File: config.mk
export PLATFORM = sky130hd
export DESIGN_NAME = stack_unit
export DESIGN_NICKNAME = d
export VERILOG_FILES = /design/src/rtl/stack_pkg.sv /design/src/rtl/stack_sp_calc.sv /design/src/rtl/stack_unit.sv
export SDC_FILE = /design/constraint.sdc
export NUM_CORES = 1
export LEC_CHECK = 0
export BUFFER_PORTS_ARGS = -buffer_cell sky130_fd_sc_hd__buf_4
export CORE_AREA = 5 5 131 133
export DETAILED_ROUTE_END_ITERATION = 6
export DIE_AREA = 0 0 136 138
export PLACE_DENSITY = 0.86
export SYNTH_ARGS = -nofsm -noshare
export SYNTH_HDL_FRONTEND = slang
export SYNTH_SLANG_ARGS = --single-unit
export TNS_END_PERCENT = 20
File: constraint.sdc
create_clock -name clk -period 7 [get_ports clk]
set_input_delay 0.35 -clock clk [delete_from_list [all_inputs] [get_ports clk]]
set_output_delay 0.35 -clock clk [all_outputs]
set_load 0.01 [all_outputs]
File: src/rtl/stack_pkg.sv
// Shared types and defaults for the hardware call/data stack.
// Op encoding matches the req_op port.
package stack_pkg;

  typedef enum logic [1:0] {
    OP_PUSH = 2'd0,
    OP_POP  = 2'd1,
    OP_CALL = 2'd2,
    OP_RET  = 2'd3
  } op_e;

  typedef enum logic [1:0] {
    S_IDLE = 2'd0,
    S_ADJ  = 2'd1,
    S_MEM  = 2'd2,
    S_RESP = 2'd3
  } state_e;

  localparam int          DEF_DATA_W      = 32;
  localparam int          DEF_ADDR_W      = 32;
  localparam int          DEF_WORD_BYTES  = 4;
  localparam logic [31:0] DEF_STACK_BASE  = 32'h0000_0400;
  localparam logic [31:0] DEF_STACK_LIMIT = 32'h0000_0300;

  function automatic logic is_grow(op_e op);
    return (op == OP_PUSH) || (op == OP_CALL);
  endfunction

endpackage

File: src/rtl/stack_sp_calc.sv
// Next-SP and overflow/underflow computation for a
// full-descending stack. Purely combinational.
module stack_sp_calc
  import stack_pkg::*;
#(
  parameter int                ADDR_W      = DEF_ADDR_W,
  parameter int                WORD_BYTES  = DEF_WORD_BYTES,
  parameter logic [ADDR_W-1:0] STACK_BASE  = ADDR_W'(DEF_STACK_BASE),
  parameter logic [ADDR_W-1:0] STACK_LIMIT = ADDR_W'(DEF_STACK_LIMIT)
) (
  input  logic [ADDR_W-1:0] sp,
  input  op_e               op,
  output logic [ADDR_W-1:0] nsp,
  output logic              err
);

  localparam logic [ADDR_W-1:0] STEP = ADDR_W'(WORD_BYTES);

  logic grow;

  always_comb begin
    grow = is_grow(op);
    nsp  = grow ? sp - STEP : sp + STEP;
    err  = grow ? (sp == STACK_LIMIT)
                : (sp == STACK_BASE);
  end

endmodule

File: src/rtl/stack_unit.sv
// Push/pop/call/ret stack engine: IDLE -> ADJ -> MEM -> RESP,
// with errors skipping MEM and leaving SP untouched.
module stack_unit
  import stack_pkg::*;
#(
  parameter int                DATA_W      = DEF_DATA_W,
  parameter int                ADDR_W      = DEF_ADDR_W,
  parameter int                WORD_BYTES  = DEF_WORD_BYTES,
  parameter logic [ADDR_W-1:0] STACK_BASE  = ADDR_W'(DEF_STACK_BASE),
  parameter logic [ADDR_W-1:0] STACK_LIMIT = ADDR_W'(DEF_STACK_LIMIT)
) (
  input  logic              clk,
  input  logic              rst,
  input  logic              req_valid,
  output logic              req_ready,
  input  logic [1:0]        req_op,
  input  logic [DATA_W-1:0] req_data,
  input  logic [DATA_W-1:0] req_pc,
  output logic              rsp_valid,
  input  logic              rsp_ready,
  output logic [DATA_W-1:0] rsp_data,
  output logic              rsp_err,
  output logic [ADDR_W-1:0] mem_addr,
  output logic [DATA_W-1:0] mem_wdata,
  output logic              mem_we,
  input  logic [DATA_W-1:0] mem_rdata,
  output logic [ADDR_W-1:0] sp
);

  localparam logic [ADDR_W-1:0] STEP_A = ADDR_W'(WORD_BYTES);
  localparam logic [DATA_W-1:0] STEP_D = DATA_W'(WORD_BYTES);

  if (!(STACK_BASE > STACK_LIMIT) ||
      (((STACK_BASE - STACK_LIMIT) % STEP_A) != '0)) begin : g_bad_cfg
    $error("stack_unit: bad STACK_BASE/STACK_LIMIT/WORD_BYTES");
  end

  state_e            state, state_n;
  op_e               op_q;
  logic [DATA_W-1:0] data_q, pc_q, rsp_q;
  logic [ADDR_W-1:0] sp_q, nsp_q, calc_nsp;
  logic              err_q, calc_err, grow_q, in_mem;

  stack_sp_calc #(
    .ADDR_W      (ADDR_W),
    .WORD_BYTES  (WORD_BYTES),
    .STACK_BASE  (STACK_BASE),
    .STACK_LIMIT (STACK_LIMIT)
  ) u_calc (
    .sp  (sp_q),
    .op  (op_q),
    .nsp (calc_nsp),
    .err (calc_err)
  );

  always_comb begin
    state_n = state;
    unique case (state)
      S_IDLE: if (req_valid) state_n = S_ADJ;
      S_ADJ:  state_n = calc_err ? S_RESP : S_MEM;
      S_MEM:  state_n = S_RESP;
      S_RESP: if (rsp_ready) state_n = S_IDLE;
      default: state_n = S_IDLE;
    endcase
  end

  always_comb begin
    grow_q    = is_grow(op_q);
    in_mem    = (state == S_MEM);
    req_ready = (state == S_IDLE) && !rst;
    rsp_valid = (state == S_RESP);
    rsp_data  = rsp_q;
    rsp_err   = err_q;
    sp        = sp_q;
    // a reset arriving mid-write must not reach memory
    mem_we    = in_mem && grow_q && !rst;
    mem_addr  = (in_mem && grow_q) ? nsp_q : sp_q;
    unique case (1'b1)
      (op_q == OP_CALL): mem_wdata = pc_q + STEP_D;
      default:           mem_wdata = data_q;
    endcase
  end

  always_ff @(posedge clk) begin
    if (rst) begin
      state  <= S_IDLE;
      op_q   <= OP_PUSH;
      data_q <= '0;
      pc_q   <= '0;
      sp_q   <= STACK_BASE;
      nsp_q  <= STACK_BASE;
      rsp_q  <= '0;
      err_q  <= 1'b0;
    end else begin
      state <= state_n;
      if (req_valid && req_ready) begin
        op_q   <= op_e'(req_op);
        data_q <= req_data;
        pc_q   <= req_pc;
      end
      if (state == S_ADJ) begin
        nsp_q <= calc_nsp;
        err_q <= calc_err;
        if (calc_err) rsp_q <= '0;
      end
      if (in_mem) begin
        sp_q  <= nsp_q;
        rsp_q <= grow_q ? data_q : mem_rdata;
      end
    end
  end

endmodule

==> key figures <==
Route
  • Antenna Violating Nets Remaining: 0
  • DR vias/cell: 5.788
  • Number of DRC markers in iteration 0: 856
  • Drc violations: 0
  • Detailed Routing Iterations Pass 1: 5
  • Post-Route WL: 28.02 mm
  • Vias: 8920
  • Routed WL per cell: 18.18 um

Clocking
  • Total CTS buffers: 17
  • Post-CTS sizing: 0
  • # hold bufs at CTS: 0
  • Clk slew on worst S/H paths: 0.07 ns
  • Clock Path Buffers: 2
  • Clock sink count: 165
  • Root buf cell: clkbuf_16
  • Clock latency on the worst-skew pair: 0.44 ns
  • CTS tree: done
  • Postcts setup bufs: 0
  • H-tree lvl count: 4

Global route
  • First-pass GRT wire length: 44.03 mm
  • Initial antenna violation count: 0
  • Gr ovfl total: 0
  • Global Route Usage Sum: 29.02%
  • Largest net degree at the start of global routing: 133
  • Number of global-route vias before repair: 8438

Flow run
  • Max-Cap Viols: 0

Pwr
  • Worst vdd ir: 0.2422 mV
  • Leak pwr: 4.851 nW
  • Power Total: 3.982 mW
  • PD cells: 346.7 nW/um^2

Synth
  • Yosys top cell by area: dfxtp_1
  • Post-synthesis cell type count: 71
  • Synth Net Count: 1260
  • Post-synth top cells: nand2_1 (202), dfxtp_1 (165), nor2_1 (131)
  • Sequential area share after synthesis: 36.45%
  • Post-synth EDFFs: 0
  • Synth top area cells: dfxtp_1 (36%), nand2_1 (8.4%), mux2i_1 (8.1%)
  • Syn avg cell area: 8.076 um^2
  • FFs w/ async S/R, synth: 0%
  • Count leader, synth: nand2_1
  • Post-Syn Instances: 1122
  • #FFs+latches synth: 165
  • Synthesized cell area: 9061 um^2
  • Share of the synthesized area in the top cell type: 36.45%
  • Top FF cell, synth: dfxtp_1
  • Ys Warns: 0

Die
  • Chip Height: 138 um
  • Starting Density: 57.67%
  • Row cnt: 46
  • Core region area: 15710 um^2
  • Io pins: 234
  • Die area: 18770 um^2
  • Width of the die: 136 um

Worst hold path
  • Min-delay worst type: in -> reg
  • Worst Hold End: pc_q[6]
  • HP Start: req_pc[6]
  • Hold path depth: 3

Setup path
  • FF-to-FF Start: op_q[0]
  • Crit start category: flip-flop
  • CP required: 6.65 ns
  • CP max FO: 61
  • WS Path Type: reg -> out
  • Crit path top cell by count: buf_4
  • Worst r2r path cells: 10
  • RR Endpoint: nsp_q[31]
  • Delay of the slowest cell on the worst path: 0.85 ns
  • Slowest cell on crit path: inv_1
  • CP Capture Type: primary output
  • R2R setup slack: 3.07 ns
  • Crit path DAT: 3.59 ns
  • Cell family with most CP delay: buffers and inverters
  • CP bufs+invs: 3
  • Crit-path cells: buf_4 -> inv_1 -> nand2_2 -> o21ai_0 -> buf_4

Place
  • Buffers added on ports: 233
  • Dpl hpwl: 20.07 mm
  • Placer Congestion: 0.9435
  • Placed insts: 1509

Timing
  • Final period utilization: 56.22%
  • Setup violations, final: 0
  • Clock Skew: 0.007743 ns
  • Setup tns final: 0 ns
  • Hold Vio Cnt, Final: 0
  • F_max: 0.2541 GHz
  • Final Max Slew Viols: 0
  • Max-slew headroom: 21.65%
  • Tightest Pin Transition: 1.175 ns
  • Unrepaired setup endpoints after global routing: no
  • Tmin final: 3.936 ns

Finish
  • Share of cells above drive strength 1: 25.28%
  • Post-route insts no fill: 1541
  • Antenna cell count: 0
  • Area grow syn2layout: 26.75%
  • Nets: 1450

Status
  • Status: complete, no violations
-- worst register-to-register path, delay by kind of cell, from the launching register on --
family / cells / cell delay (ns)
muxes: 1 / 0.35
DFF: 1 / 0.31
AOI/OAI and AO/OA: 4 / 1.20
buffers and inverters: 2 / 1.17
adders and majority gates: 1 / 0.65
and+or+nand+nor: 2 / 0.19
-- cell families (layout without fill, tap and decap cells) --
logic type / after synthesis / after routing / share of synthesized area, %
flip-flops: 165 / 165 / 36.45
AO/OA/AOI/OAI: 253 / 253 / 16.98
buffers and inverters: 84 / 287 / 4.004
XOR/XNOR: 40 / 40 / 3.866
multiplexers: 110 / 110 / 12.66
adder cells (fa/ha/maj): 36 / 36 / 5.054
AND/OR/NAND/NOR: 434 / 434 / 20.98
-- placed cells by master, fill, tap and decap left out, types with 6 or more instances in the layout --
master	count
nor2_1	131
clkbuf_16	17
nand3_1	29
inv_1	14
xor2_1	23
mux2_2	36
nor3_1	6
o21a_1	11
xnor2_1	17
dfxtp_1	164
nand2_1	201
or3_1	7
mux2i_1	73
a21o_1	6
nor4_1	8
and3_1	12
a21oi_1	62
buf_4	240
nand4_1	8
ha_1	34
o21ai_0	112
-- state kept, by name, indices dropped and copies added, names as in the netlist --
signal and flops:
rsp_err 1, nsp_q 32, data_q 32, pc_q 32, rsp_data 32, op_q 2, sp 32, state 2
-- per-layer routing --
| metal | track usage, % | routed length, um | vias to the layer above |
|---|---|---|---|
| met5 | 0 | 0 | - |
| met4 | 11.99 | 994 | 0 |
| met2 | 46.75 | 13290 | 369 |
| met1 | 37.72 | 11690 | 4193 |
| met3 | 6.096 | 2043 | 63 |
| li1 | - | - | 4295 |
-- cell type report --
cell class / instances / area, um^2
Clock buffer: 19 / 452.9
Clock inverter: 13 / 192.7
Inverter: 15 / 56.30
Fill cell: 1239 / 4228
Timing Repair Buffer: 240 / 1802
Sequential cell: 165 / 3304
Tap cell: 216 / 270.3
Multi-Input combinational cell: 873 / 5406
-- through the flow --
stage | instance area (um^2) | hold slack [ns] | worst slack (ns) | utilization [%]
finish | 11480 | 0.1029 | 3.064 | 73.09
global route | 11480 | 0.09867 | 2.877 | 73.09
CTS | 11480 | 0.09603 | 3.076 | 73.09
detailed placement | 10840 | 0.4472 | 3.209 | 68.98
global placement | 10840 | 0.4402 | 3.315 | 68.98
floorplan | 9061 | 0.4335 | 3.907 | -
-- how the worst max path moves through the flow --
stage / startpoint / to / slack, ns / depth (start not counted)
3_3_place_gp: op_q[0] / nsp_q[31] / 3.31 / 10
5_1_grt: op_q[0] / nsp_q[20] / 2.88 / 10
4_1_cts: op_q[0] / mem_wdata[30] / 3.08 / 5
3_5_place_dp: op_q[0] / nsp_q[31] / 3.21 / 10
2_1_floorplan: op_q[0] / nsp_q[29] / 3.91 / 10
6_report: op_q[0] / mem_wdata[30] / 3.06 / 5
-- power by group --
part | switching (mW) | total (mW) | leakage, nW | internal (mW)
Clock | 0.414 | 1.04 | 0.305 | 0.622
Sequential | 0.175 | 1.30 | 1.35 | 1.12
Combinational | 0.938 | 1.65 | 3.20 | 0.712
Total | 1.53 | 3.98 | 4.85 | 2.45
Note: power is estimated with default switching activity, not from simulation.
